### config.mk
export PLATFORM = sky130hd
export DESIGN_NAME = eim_reg_bridge
export DESIGN_NICKNAME = d
export VERILOG_FILES = /design/src/rtl/eim_bridge_pkg.sv /design/src/rtl/eim_sync.sv /design/src/rtl/eim_reg_bridge.sv
export SDC_FILE = /design/constraint.sdc
export NUM_CORES = 1
export LEC_CHECK = 0
export BUFFER_PORTS_ARGS = -buffer_cell sky130_fd_sc_hd__buf_2
export CAP_MARGIN = 5
export CORE_MARGIN = 5
export CORE_UTILIZATION = 50
export CTS_BUF_LIST = sky130_fd_sc_hd__clkbuf_8
export DETAILED_ROUTE_END_ITERATION = 7
export PLACE_DENSITY_LB_ADDON = 0.05
export SLEW_MARGIN = 25
export SYNTH_ARGS = -nofsm -noshare
export SYNTH_HDL_FRONTEND = slang
export SYNTH_SLANG_ARGS = --single-unit
### constraint.sdc
create_clock -name eim_clk -period 2 [get_ports eim_clk]
set_input_delay 0.2 -clock eim_clk [delete_from_list [all_inputs] [get_ports eim_clk]]
set_output_delay 0.2 -clock eim_clk [all_outputs]
set_load 0.1 [all_outputs]
### src/rtl/eim_bridge_pkg.sv
// Shared types and constants for the EIM-to-register bridge.
//   eim_state_t        : bridge FSM states
//   WR_HOLD_DEFAULT    : default cycles reg_data_index stays high per write
//   RD_TIMEOUT_DEFAULT : default cycles to wait for read_data_en
//   BUS_ERR_MAX        : saturation value of bus_err_cnt
package eim_bridge_pkg;

    typedef enum logic [2:0] {
        StIdle,
        StAddr,
        StWrHold,
        StRdWait,
        StRdDrive,
        StDone
    } eim_state_t;

    localparam int unsigned WR_HOLD_DEFAULT    = 2;
    localparam int unsigned RD_TIMEOUT_DEFAULT = 8;
    localparam logic [7:0]  BUS_ERR_MAX        = 8'hFF;

endpackage

### src/rtl/eim_sync.sv
// Two-flop synchroniser for a bundle of asynchronous inputs.
//   eim_clk    : destination clock
//   eim_rst    : synchronous active-high reset, loads ResetVal into both stages
//   data_async : asynchronous inputs
//   data_sync  : synchronised outputs (second flop stage)
module eim_sync #(
    parameter int unsigned      Width    = 1,
    parameter logic [Width-1:0] ResetVal = '0
) (
    input  logic             eim_clk,
    input  logic             eim_rst,
    input  logic [Width-1:0] data_async,
    output logic [Width-1:0] data_sync
);

    logic [Width-1:0] meta_q;
    logic [Width-1:0] sync_q;

    always_ff @(posedge eim_clk) begin
        if (eim_rst) begin
            meta_q <= ResetVal;
            sync_q <= ResetVal;
        end else begin
            meta_q <= data_async;
            sync_q <= meta_q;
        end
    end

    assign data_sync = sync_q;

endmodule

### src/rtl/eim_reg_bridge.sv
// Bridge from the asynchronous i.MX EIM multiplexed AD bus to the reg_map strobe protocol.
//   eim_clk, eim_rst                      : bridge clock, synchronous active-high reset
//   eim_cs_n/adv_n/we_n/oe_n, eim_ad_in   : asynchronous EIM pins
//   eim_ad_out, eim_ad_oe, eim_wait_n     : read data, pad enable and WAIT back to the host
//   reg_addr, reg_data                    : captured address / write data
//   reg_addr_index, reg_data_index        : address-valid and write-commit strobes
//   reg_read_index                        : read request strobe
//   reg_read_out, read_data_en            : read data and its valid from reg_map
//   bus_err_cnt                           : saturating count of read timeouts and protocol errors
// All outputs are registered from the current state, so strobes lag the state by one cycle.
module eim_reg_bridge
    import eim_bridge_pkg::*;
#(
    parameter int unsigned WR_HOLD    = WR_HOLD_DEFAULT,
    parameter int unsigned RD_TIMEOUT = RD_TIMEOUT_DEFAULT
) (
    input  logic        eim_clk,
    input  logic        eim_rst,
    input  logic        eim_cs_n,
    input  logic        eim_adv_n,
    input  logic        eim_we_n,
    input  logic        eim_oe_n,
    input  logic [15:0] eim_ad_in,
    output logic [15:0] eim_ad_out,
    output logic        eim_ad_oe,
    output logic        eim_wait_n,
    output logic [15:0] reg_addr,
    output logic [15:0] reg_data,
    output logic        reg_addr_index,
    output logic        reg_data_index,
    output logic        reg_read_index,
    input  logic [15:0] reg_read_out,
    input  logic        read_data_en,
    output logic [7:0]  bus_err_cnt
);

    localparam int unsigned CntW = 16;

    // ---------------------------------------------------------------- synchronisation
    logic [19:0] pins_async;
    logic [19:0] pins_sync;
    logic        cs_s, adv_s, we_s, oe_s;
    logic [15:0] ad_s;

    assign pins_async = {eim_cs_n, eim_adv_n, eim_we_n, eim_oe_n, eim_ad_in};

    // Active-low controls reset to their idle (high) level so reset never looks like a cycle.
    eim_sync #(
        .Width    (20),
        .ResetVal (20'hF_0000)
    ) u_sync (
        .eim_clk    (eim_clk),
        .eim_rst    (eim_rst),
        .data_async (pins_async),
        .data_sync  (pins_sync)
    );

    assign {cs_s, adv_s, we_s, oe_s, ad_s} = pins_sync;

    // Third copy of we_n for edge detection; the edge itself is registered once more.
    logic we_d3_q;
    logic we_rise_now;
    logic we_rise_q;

    assign we_rise_now = we_s & ~we_d3_q;

    always_ff @(posedge eim_clk) begin
        if (eim_rst) begin
            we_d3_q   <= 1'b1;
            we_rise_q <= 1'b0;
        end else begin
            we_d3_q   <= we_s;
            we_rise_q <= we_rise_now;
        end
    end

    // ---------------------------------------------------------------- FSM state register
    eim_state_t      state_q, state_d;
    logic [CntW-1:0] cnt_q, cnt_d;

    always_ff @(posedge eim_clk) begin
        if (eim_rst) begin
            state_q <= StIdle;
            cnt_q   <= '0;
        end else begin
            state_q <= state_d;
            cnt_q   <= cnt_d;
        end
    end

    // ---------------------------------------------------------------- next state
    logic addr_go, wr_go, rd_release, rd_timeout, proto_err;

    always_comb begin
        state_d    = state_q;
        cnt_d      = cnt_q;
        addr_go    = 1'b0;
        wr_go      = 1'b0;
        rd_release = 1'b0;
        rd_timeout = 1'b0;
        proto_err  = 1'b0;
        unique case (state_q)
            StIdle: begin
                if (!cs_s && !adv_s) begin
                    addr_go = 1'b1;
                    state_d = StAddr;
                end
            end
            StAddr: begin
                if (!we_s && !oe_s) begin
                    proto_err = 1'b1;
                    state_d   = StDone;
                end else if (we_rise_q && oe_s) begin
                    wr_go   = 1'b1;
                    cnt_d   = '0;
                    state_d = StWrHold;
                end else if (!oe_s && we_s) begin
                    cnt_d   = '0;
                    state_d = StRdWait;
                end else if (cs_s && !we_rise_now && !we_rise_q) begin
                    // A we_n edge still in the pipeline means CS rose with WE; keep the write.
                    state_d = StIdle;
                end
            end
            StWrHold: begin
                if (cnt_q == CntW'(WR_HOLD - 1)) begin
                    state_d = StDone;
                end else begin
                    cnt_d = cnt_q + CntW'(1);
                end
            end
            StRdWait: begin
                // Valid data wins over a timeout landing in the same cycle.
                if (read_data_en) begin
                    rd_release = 1'b1;
                    state_d    = StRdDrive;
                end else if (cnt_q == CntW'(RD_TIMEOUT - 1)) begin
                    rd_release = 1'b1;
                    rd_timeout = 1'b1;
                    state_d    = StRdDrive;
                end else begin
                    cnt_d = cnt_q + CntW'(1);
                end
            end
            StRdDrive: begin
                if (oe_s || cs_s) begin
                    state_d = StDone;
                end
            end
            StDone: begin
                if (cs_s) begin
                    state_d = StIdle;
                end
            end
            default: state_d = StIdle;
        endcase
    end

    // ---------------------------------------------------------------- outputs
    logic [15:0] reg_addr_q, reg_addr_d;
    logic [15:0] reg_data_q, reg_data_d;
    logic [15:0] ad_out_q, ad_out_d;
    logic        addr_index_q, addr_index_d;
    logic        data_index_q, data_index_d;
    logic        read_index_q, read_index_d;
    logic        ad_oe_q, ad_oe_d;
    logic        wait_n_q, wait_n_d;
    logic [7:0]  err_cnt_q, err_cnt_d;

    always_comb begin
        reg_addr_d   = addr_go ? ad_s : reg_addr_q;
        reg_data_d   = wr_go ? ad_s : reg_data_q;
        ad_out_d     = rd_release ? reg_read_out : ad_out_q;
        addr_index_d = (state_q == StAddr) || (state_q == StWrHold) ||
                       (state_q == StRdWait) || (state_q == StRdDrive);
        data_index_d = (state_q == StWrHold);
        read_index_d = (state_q == StRdWait) || (state_q == StRdDrive);
        ad_oe_d      = (state_q == StRdDrive);
        wait_n_d     = (state_q != StRdWait);
        err_cnt_d    = err_cnt_q;
        if ((proto_err || rd_timeout) && (err_cnt_q != BUS_ERR_MAX)) begin
            err_cnt_d = err_cnt_q + 8'd1;
        end
    end

    always_ff @(posedge eim_clk) begin
        if (eim_rst) begin
            reg_addr_q   <= '0;
            reg_data_q   <= '0;
            ad_out_q     <= '0;
            addr_index_q <= 1'b0;
            data_index_q <= 1'b0;
            read_index_q <= 1'b0;
            ad_oe_q      <= 1'b0;
            wait_n_q     <= 1'b1;
            err_cnt_q    <= '0;
        end else begin
            reg_addr_q   <= reg_addr_d;
            reg_data_q   <= reg_data_d;
            ad_out_q     <= ad_out_d;
            addr_index_q <= addr_index_d;
            data_index_q <= data_index_d;
            read_index_q <= read_index_d;
            ad_oe_q      <= ad_oe_d;
            wait_n_q     <= wait_n_d;
            err_cnt_q    <= err_cnt_d;
        end
    end

    assign reg_addr       = reg_addr_q;
    assign reg_data       = reg_data_q;
    assign eim_ad_out     = ad_out_q;
    assign reg_addr_index = addr_index_q;
    assign reg_data_index = data_index_q;
    assign reg_read_index = read_index_q;
    assign eim_ad_oe      = ad_oe_q;
    assign eim_wait_n     = wait_n_q;
    assign bus_err_cnt    = err_cnt_q;

endmodule

# Yosys cells after proc, flatten, opt, wreduce, memory -nomap -nowiden
# Index checks and enable logic that the tools add are counted.
[totals]
rom_bits = 0
output_inout_bits = 61
latchBits = 0
mem_count = 0
reg_bits = 122
input_bits = 39
ram_bits = 0
[op_classes]
add_sub_neg = 2
n_bitwise = 2
div_mod_pow = 0
eq_ne = 20
order_cmp = 0
mux = 30
multipliers = 0
shifts = 0
reduce_logical = 23
[op_table]
columns = ["op", "n"]
rows = [
  ["two-way mux 16 bit", 6],
  ["one-hot mux 16 bit (3 select lines)", 1],
  ["two-way mux 3 bit", 10],
  ["one-hot mux 3 bit (6 select lines)", 1],
  ["adder 16 x 1 -> 16 bit, second input constant", 1],
  ["== test 16 x 1 -> 1 bit, second input constant", 1],
  ["== test 16 x 3 -> 1 bit, second input constant", 1],
  ["two-way mux 1 bit", 12],
  ["AND reduction 6 bit", 2],
  ["inequality test 2 bit, second input constant", 5],
  ["adder 8 x 1 -> 8 bit, second input constant", 1],
  ["inequality test 8 bit, second input constant", 1],
  ["logical AND 1 bit", 7],
  ["== test 3 x 2 -> 1 bit, second input constant", 2],
  ["== test 3 bit, second input constant", 2],
  ["logical NOT 1 bit", 6],
  ["logical OR 1 bit", 6],
  ["inequality test 2 x 1 -> 1 bit, second input constant", 3],
  ["inequality test 3 bit, second input constant", 2],
  ["inequality test 5 bit, second input constant", 1],
  ["== test 3 x 1 -> 1 bit, second input constant", 1],
  ["logical NOT 3 bit", 1],
  ["inequality test 3 x 2 -> 1 bit, second input constant", 1],
  ["nonzero test 3 bit", 1],
  ["2 further kinds", 2],
]

# Longest topological paths before layout
# Gate-level depths: netlist of the first run.
[logic_depth]
depth_word = 10
mapped_depth = 8

# Modules after synthesis
# From an unflattened synthesis of the first run, not the netlist that was laid out.
[unflattened]
hier_cells = 494
hier_area_um2 = 4548.1
[by_module_without_submodules]
columns = ["mod", "seq_area_each_um2", "instances", "cells_per_inst", "area_each_um2"]
rows = [
  ["eim_reg_bridge", 1641.6, 1, 410, 3470.8],
  ["eim_sync", 800.8, 1, 84, 1077.3],
]

# Worst setup path before layout of the first run
# No wires, ideal clock.
[synth_timing]
path_type = "register to register"
start = "register err_cnt_q[0] (netlist: bus_err_cnt[0])"
end = "register err_cnt_q[5] (netlist: bus_err_cnt[5])"
arrival_time_ps = 2278
path_stages_with_launch = 7
slack_ps = -399
path_cell_list = "dfxtp_1 ha_1 nand3_1 o21bai_1 clkbuf_1 nor4_1 mux2_2"
[synth_between]
elab_chain_len = 2
[synth_rtl]
columns = ["element", "line", "rtl"]
rows = [
  ["from (decl)", "eim_reg_bridge.sv:168", "logic [7:0] err_cnt_q, err_cnt_d;"],
  ["from (signal assigned)", "eim_reg_bridge.sv:206", "err_cnt_q <= err_cnt_d;"],
  ["branches (longest 2 deep; another with adder 8 x 1 -> 8 bit)", "n/a", ""],
]
# Parallel ways; which one is timed is not known.
# A chain may end at the register's enable or synchronous reset.

# Worst setup path after layout of the first run
[layout_timing]
start = "register cnt_q[1]"
end = "register cnt_q[8]"
[layout_between]
elab_chain_len = 4
[layout_rtl]
columns = ["element", "line", "rtl"]
rows = [
  ["from (decl)", "eim_reg_bridge.sv:79", "logic [CntW-1:0] cnt_q, cnt_d;"],
  ["from (signal assigned)", "eim_reg_bridge.sv:87", "cnt_q <= cnt_d;"],
  ["adder 16 x 1 -> 16 bit", "eim_reg_bridge.sv:129, eim_reg_bridge.sv:142", ""],
  ["two-way mux 16 bit", "eim_reg_bridge.sv:137", "end else if (cnt_q == CntW'(RD_TIMEOUT - 1)) begin"],
  ["two-way mux 16 bit", "eim_reg_bridge.sv:134", "if (read_data_en) begin"],
  ["one-hot mux 16 bit (3 select lines)", "eim_reg_bridge.sv:102", "unique case (state_q)"],
]
# Parallel ways exist; a longest one is shown, timed or not. The select of a mux whose other input is x is not followed.

==> results of run 1 <==
-- kinds of logic (layout without fill, tap and decap cells) --
kind of cell / count (synthesis) / count (layout)
simple gates: 225 / 225
flops: 122 / 122
compound gates: 86 / 86
buf+inv: 36 / 217
mux: 19 / 19
xor+xnor: 6 / 6
fa+ha+maj: 3 / 3
-- repair_timing --
action | CTS | global route
endpoints found under the setup margin | 8 | 29
hold buffers | 31 | 0
setup buffers | 0 | 4
pin swaps | 0 | 12
hold endpoints to repair | 31 | 0
gates resized for setup | 2 | 27
-- layout make-up --
cell class / instances / area [µm²]
sequential: 122 / 2470
clock buffer: 17 / 234
clock inverter: 15 / 213
tap: 108 / 135
multi-input combinational: 339 / 2050
inverter: 10 / 40.0
fill: 668 / 2450
timing repair buffer: 175 / 1170
-- worst min-delay path by stage --
| stage | from | depth (start not counted) | end |
|---|---|---|---|
| final | reg_read_out[6] | 3 | eim_ad_out[6] |
| after global routing | eim_ad_in[11] | 2 | u_sync.meta_q[11] |
| after CTS | reg_read_out[6] | 3 | eim_ad_out[6] |
| after detailed placement | eim_oe_n | 2 | u_sync.meta_q[16] |
| after global placement | eim_cs_n | 2 | u_sync.meta_q[19] |
| after floorplan | eim_oe_n | 1 | u_sync.meta_q[16] |
-- state kept, by name, summed over array words and instances, names as in the netlist --
register	count
reg_addr	16
reg_data_index	1
we_d3_q	1
eim_ad_oe	1
eim_wait_n	1
u_sync.data_sync	20
reg_data	16
u_sync.meta_q	20
cnt_q	16
state_q	3
bus_err_cnt	8
reg_read_index	1
eim_ad_out	16
reg_addr_index	1
we_rise_q	1
-- metrics by stage --
stage | utilization, % | TNS, ps | power [mW]
2_1_floorplan | - | 0 | 3.35
3_3_place_gp | 61.6 | 0 | 3.72
3_5_place_dp | 61.6 | -155 | 3.74
4_1_cts | 70.4 | 0 | 6.24
5_1_grt | 72.0 | -318 | 6.55
6_report | 72.0 | -26.1 | 6.27
-- synth_stat cells (2+ instances only) --
master	count
ha_1	3
and3_1	5
nand3_1	14
o21bai_1	2
o211ai_1	2
or2_2	9
a21oi_1	48
dfxtp_1	122
inv_1	10
a22oi_1	2
nor4_1	4
mux2i_1	17
nor2_1	40
buf_2	6
and2_1	3
nand4_1	4
xor2_1	5
nor3_1	9
o21ai_0	11
mux2_2	2
clkbuf_1	18
nor2b_1	36
or4_1	6
nand2b_1	5
a31oi_1	2
nand2_1	79
o31ai_1	7
and4_1	2
or3_1	6
-- power groups by stage --
stage | registers [mW] | logic, mW | clock network, mW
after global placement | 2.64 | 1.08 | 0
after global routing | 2.62 | 1.31 | 2.62
after floorplan | 2.85 | 0.499 | 0
final | 2.61 | 1.22 | 2.45
after detailed placement | 2.65 | 1.09 | 0
after CTS | 2.59 | 1.15 | 2.50
-- per-layer routing --
layer | routed length, µm | GRT usage (%) | up-vias
li1 | - | - | 2028
met1 | 4850 | 25.0 | 1938
met2 | 5490 | 32.8 | 122
met3 | 736 | 6.72 | 6
met4 | 62 | 5.30 | 0
met5 | 0 | 0 | -
-- worst max-delay path: cells and delay by family (launching register included) --
kind,cells,cell delay [ps]
compound gates,3,550
fa+ha+maj,1,140
buf+inv,2,150
flops,1,370
simple gates,2,740
==> results.toml, run 1 <==
[run_status]
status = "finished, violations left"
violations = "setup timing"

[routing]
drt_iter0_drc = 162
avgRoutedWirePerCell_um = 14.2
dr.pass1.iters = 4
drtAntennaViolNets = 0
routed_wl_mm = 11.1
viasPerCell = 5.21
drc = 0
dr_total_vias = 4094

[layout]
antenna_cells = 0
final_common_cell = "dfxtp_1"
syn2layout_area_growth_pct = 39.7
final_cells = 786
design_area_um2 = 6310
final_cell_mix = "dfxtp_1 (110), buf_2 (98), nand2_1 (79), a21oi_1 (45), buf_4 (42)"
layout.nets = 707
layout-drive-gt1-share_pct = 32.4

[setup_path]
reg2regPathDepth = 8
cp_max_fo = 8
critPathMaxStageDelay_ps = 580
regToRegEndpoint = "cnt_q[8]"
startpoint_type = "flop"
reg2reg_from = "cnt_q[1]"
crit_type = "reg2reg"
r2r_slack_ps = -10
cp.arrival_ps = 2360
cp_cell_sequence = "buf_6, inv_4, ha_4, nor3b_4, o21ai_4, o2111ai_4, or4_4, a21oi_2"
required_ps = 2350
crit_start = "cnt_q[1]"
crit_path_end = "cnt_q[8]"
critPathCaptureType = "flop"
cp_slowest_cell = "or4_4"

[sta]
worst_slack_ps = -14.6
timing.hold.ws_ps = 31.9
fmax_ghz = 0.496
rsz0062_at_grt = "yes"
timing.final.max_slew_violations = 0
worst_pin_slew_ps = 610
hold_violations = 0
min_period_ps = 2010
fin_skew_ps = 15.4
finalSetupViolCount = 2
maxSlewHeadroom_pct = 59.2
period_share_pct = 101

[global_route]
track_usage_pct = 19.9
grt_overflow = 0
antenna_found_initial = 0
grt_pass1_vias = 3984
grt_max_degree = 107
grt_pass1_wl_mm = 18.3

[clock_network]
cts.sinks = 122
clockBufferDepth = 2
cts_tree = "done"
numCtsBuffers = 17
h-tree-depth = 4
path_clk_slew_ps = 80
root_buffer = "clkbuf_8"
clkLatencyLatePin_ps = 410

[floorplan]
start_util_pct = 51.6
io_pins = 100
fp-row-count = 34
die_h_um = 105
die_w_um = 105
core_um2 = 8760
die_area_um2 = 11000

[synth]
syn_inst = 497
async_flop_share_pct = 0
ys_seq_area_share_pct = 54.0
syn-mean-instance-area_um2 = 9.09
muxShareOfSynthArea_pct = 4.26
synth-seq-cells = 122
synth_top_family_by_area = "simple AND/OR/NAND/NOR gates"
yosysTopAreaCell = "dfxtp_1"
synth_edf_count = 0
ys_dominant_reg_cell = "dfxtp_1"
synthesis.nets = 539
synthXorXnorAreaFrac_pct = 1.16
netlist.area_leader.share_pct = 54.0
syn_area_um2 = 4520
synthTopCellsByArea = "dfxtp_1 (54%), nand2_1 (6.6%), a21oi_1 (5.3%)"
synth_adder_area_share_pct = 0.831
synth_compound_area_share_pct = 12.1
synth_warnings = 0
synth_cell_types = 47
yosys.area_share.simple_pct = 24.4

[pwr]
swShare_pct = 29.6
clkPwrFrac_pct = 39.0
combPwrFrac_pct = 19.4
power.density_cell_area_nw_per_um2 = 993
vdd_drop_max_v = 0.000632
p_int_mw = 4.42
leakage_nw = 2.74
seq_power_share_pct = 41.6
power.switching_mw = 1.85

[placed_design]
dpl_cell_area_um2 = 5400
dp_hpwl_mm = 6.93
io_buffers = 99
pre_cts_ws_ps = -67.3
dp.cells = 719
gp_congestion = 0.878

[min_path]
hold_class = "in2reg"

[run]
maxCapViolCount = 0
Power figures use the tool's default switching activity.
==> inputs of run 2 (changes only) <==
CAP_MARGIN = default   (was 5)
SYNTH_HIERARCHICAL = 1   (was default)
==> run 2 against run 1 <==
The run now ends clean. Combinational power fell by 83%. Clock skew fell by 5.0 ps. Synthesized cell count is 0.60% lower. Die area up 0.58%. Register-to-register slack improved by 90 ps. Highest routed layer unchanged.
==> results.toml, run 2 <==
[run_status]
status = "finished, final reports clean"

[synth]
yosysTopAreaCell = "dfxtp_1"
synthesis.nets = 536
yosys.area_share.simple_pct = 24.2
ys_seq_area_share_pct = 53.7
ys_dominant_reg_cell = "dfxtp_1"
syn_inst = 494
syn_area_um2 = 4550
syn-mean-instance-area_um2 = 9.21
muxShareOfSynthArea_pct = 3.99
synth_common_cells = "dfxtp_1 (122), nand2_1 (80), a21oi_1 (38)"
synth_compound_area_share_pct = 13.9
synth_top_family_by_area = "simple AND/OR/NAND/NOR gates"
async_flop_share_pct = 0
synth_warnings = 6
synthTopCellsByArea = "dfxtp_1 (54%), nand2_1 (6.6%), nor2b_1 (4.4%)"
netlist.area_leader.share_pct = 53.7
synthXorXnorAreaFrac_pct = 0
synth_cell_types = 50
synth.most_common_cell = "dfxtp_1"
synth_edf_count = 0
synth_adder_area_share_pct = 0.825
synth-seq-cells = 122

[placed_design]
dpl_cell_area_um2 = 5330
io_buffers = 99
gp_congestion = 0.870
dp_hpwl_mm = 7.28

[layout]
fillers = 716
antenna_cells = 0
seqCellArea_um2 = 2450
syn2layout_area_growth_pct = 33.6
design_area_um2 = 6080
final_cell_mix = "dfxtp_1 (112), buf_2 (98), nand2_1 (80), a21oi_1 (37), nor2_1 (33)"
final_common_cell = "dfxtp_1"
multi_input_area_um2 = 2010
layout-drive-gt1-share_pct = 29.0
layout.nets = 690

[setup_path]
critPathCaptureType = "flop"
required_ps = 2370
cp_max_fo = 4
reg2reg_from = "cnt_q[1]"
cp.arrival_ps = 2290
startpoint_type = "flop"
regToRegEndpoint = "cnt_q[14]"
crit_path_end = "cnt_q[14]"
r2r_slack_ps = 80
reg2regPathDepth = 6
cp_cell_sequence = "ha_2, buf_4, nand3_1, or4_1, o41ai_1, o21a_1"
critPathMaxStageDelay_ps = 620
crit_type = "reg2reg"
cp_slowest_cell = "or4_1"
crit_start = "cnt_q[1]"

[clock_network]
numCtsBuffers = 17
root_buffer = "clkbuf_8"
cts_tree = "done"
cts.sinks = 122
clkLatencyLatePin_ps = 420
h-tree-depth = 4
path_clk_slew_ps = 80
clockBufferDepth = 2

[routing]
dr_total_vias = 4028
routed_wl_mm = 11.3
drt_iter0_drc = 208
viasPerCell = 5.24
dr.pass1.iters = 5
drtAntennaViolNets = 0
drc = 0
avgRoutedWirePerCell_um = 14.6

[sta]
fmax_ghz = 0.520
timing.final.max_slew_violations = 0
fin_skew_ps = 10.5
timing.hold.ws_ps = 29.2
hold_violations = 0
finalSetupViolCount = 0
rsz0062_at_grt = "yes"
maxSlewHeadroom_pct = 56.4
worst_pin_slew_ps = 652
min_period_ps = 1920
period_share_pct = 96.1

[floorplan]
die_w_um = 105
io_pins = 100
core_um2 = 8810
start_util_pct = 51.6
die_h_um = 105
die_area_um2 = 11100
fp-row-count = 34

[global_route]
track_usage_pct = 20.6
grt_overflow = 0
grt_pass1_wl_mm = 18.6
antenna_found_initial = 0
grt_pass1_vias = 3951
grt_max_degree = 97

[pwr]
leakage_nw = 2.62
vdd_drop_max_v = 0.000501
power.density_cell_area_nw_per_um2 = 788
power_mw = 4.79

[run]
maxCapViolCount = 0

[min_path]
hold_class = "in2reg"
## run 2: kinds of logic (layout without fill, tap and decap cells)
logic type               Yosys count  in the layout
AND/OR/NAND/NOR                  218            218
adder cells (fa/ha/maj)            3              3
AO/OA/AOI/OAI                     97             98
multiplexers                      18             18
flip-flops                       122            122
buffers and inverters             36            202
## run 2: worst min path at each step
stage | startpoint | to | slack [ps] | depth (start not counted)
4_1_cts | reg_read_out[9] | eim_ad_out[9] | 2 | 3
2_1_floorplan | eim_oe_n | u_sync/meta_q[16] | 300 | 1
5_1_grt | reg_read_out[12] | eim_ad_out[12] | 4 | 3
6_report | reg_read_out[9] | eim_ad_out[9] | 30 | 3
3_3_place_gp | eim_oe_n | u_sync/meta_q[16] | 380 | 2
3_5_place_dp | eim_we_n | u_sync/meta_q[17] | 380 | 2
## run 2: area by class of cell
type,count,share of cell area [%]
repair buffers,162,17.5
clock inverters,14,2.26
flip-flops and latches,122,40.4
well taps,108,2.22
inverters,8,0.494
clock buffers,18,4.08
multi-input cells,337,33.1
## run 2: through the flow
step | std cells | setup TNS [ps] | utilization, % | setup slack (ps)
2_1_floorplan | 494 | 0 | - | 54.8
3_3_place_gp | 705 | 0 | 60.5 | 28.4
3_5_place_dp | 705 | 0 | 60.5 | 3.89
4_1_cts | 768 | 0 | 68.5 | 24.2
5_1_grt | 769 | -110 | 69.0 | -56.7
6_report | 769 | 0 | 69.0 | 78.5
## run 2: report_power, final
part	switching (mW)	internal, mW	leakage, nW
Clock	1.05	1.04	0.196
Combinational	0.0958	0.112	1.43
Sequential	0.0189	2.47	0.997
Total	1.16	3.62	2.62
## run 2: repair_timing
| action | 4_1_cts | 5_1_grt |
|---|---|---|
| pin swaps | 1 | 7 |
| endpoints found under the setup margin | 2 | 20 |
| hold buffers | 31 | 0 |
| endpoints found under the hold margin | 31 | 0 |
| buffers inserted | 0 | 0 |
| cloned | 0 | 1 |
| gates resized for setup | 1 | 10 |
## run 2: critical path: cells and delay by family (launching register included)
| family | cells | cell delay (ps) |
|---|---|---|
| AND/OR/NAND/NOR | 2 | 710 |
| AO/OA/AOI/OAI | 2 | 550 |
| flip-flops | 1 | 350 |
| adder cells (fa/ha/maj) | 1 | 170 |
| buffers and inverters | 1 | 110 |
## run 2: routing by layer
layer	vias up	global-route usage [%]	wire length, µm
li1	2023	-	-
met1	1855	24.8	4900
met2	137	34.7	5550
met3	13	5.50	668
met4	0	8.72	142
met5	-	0	0
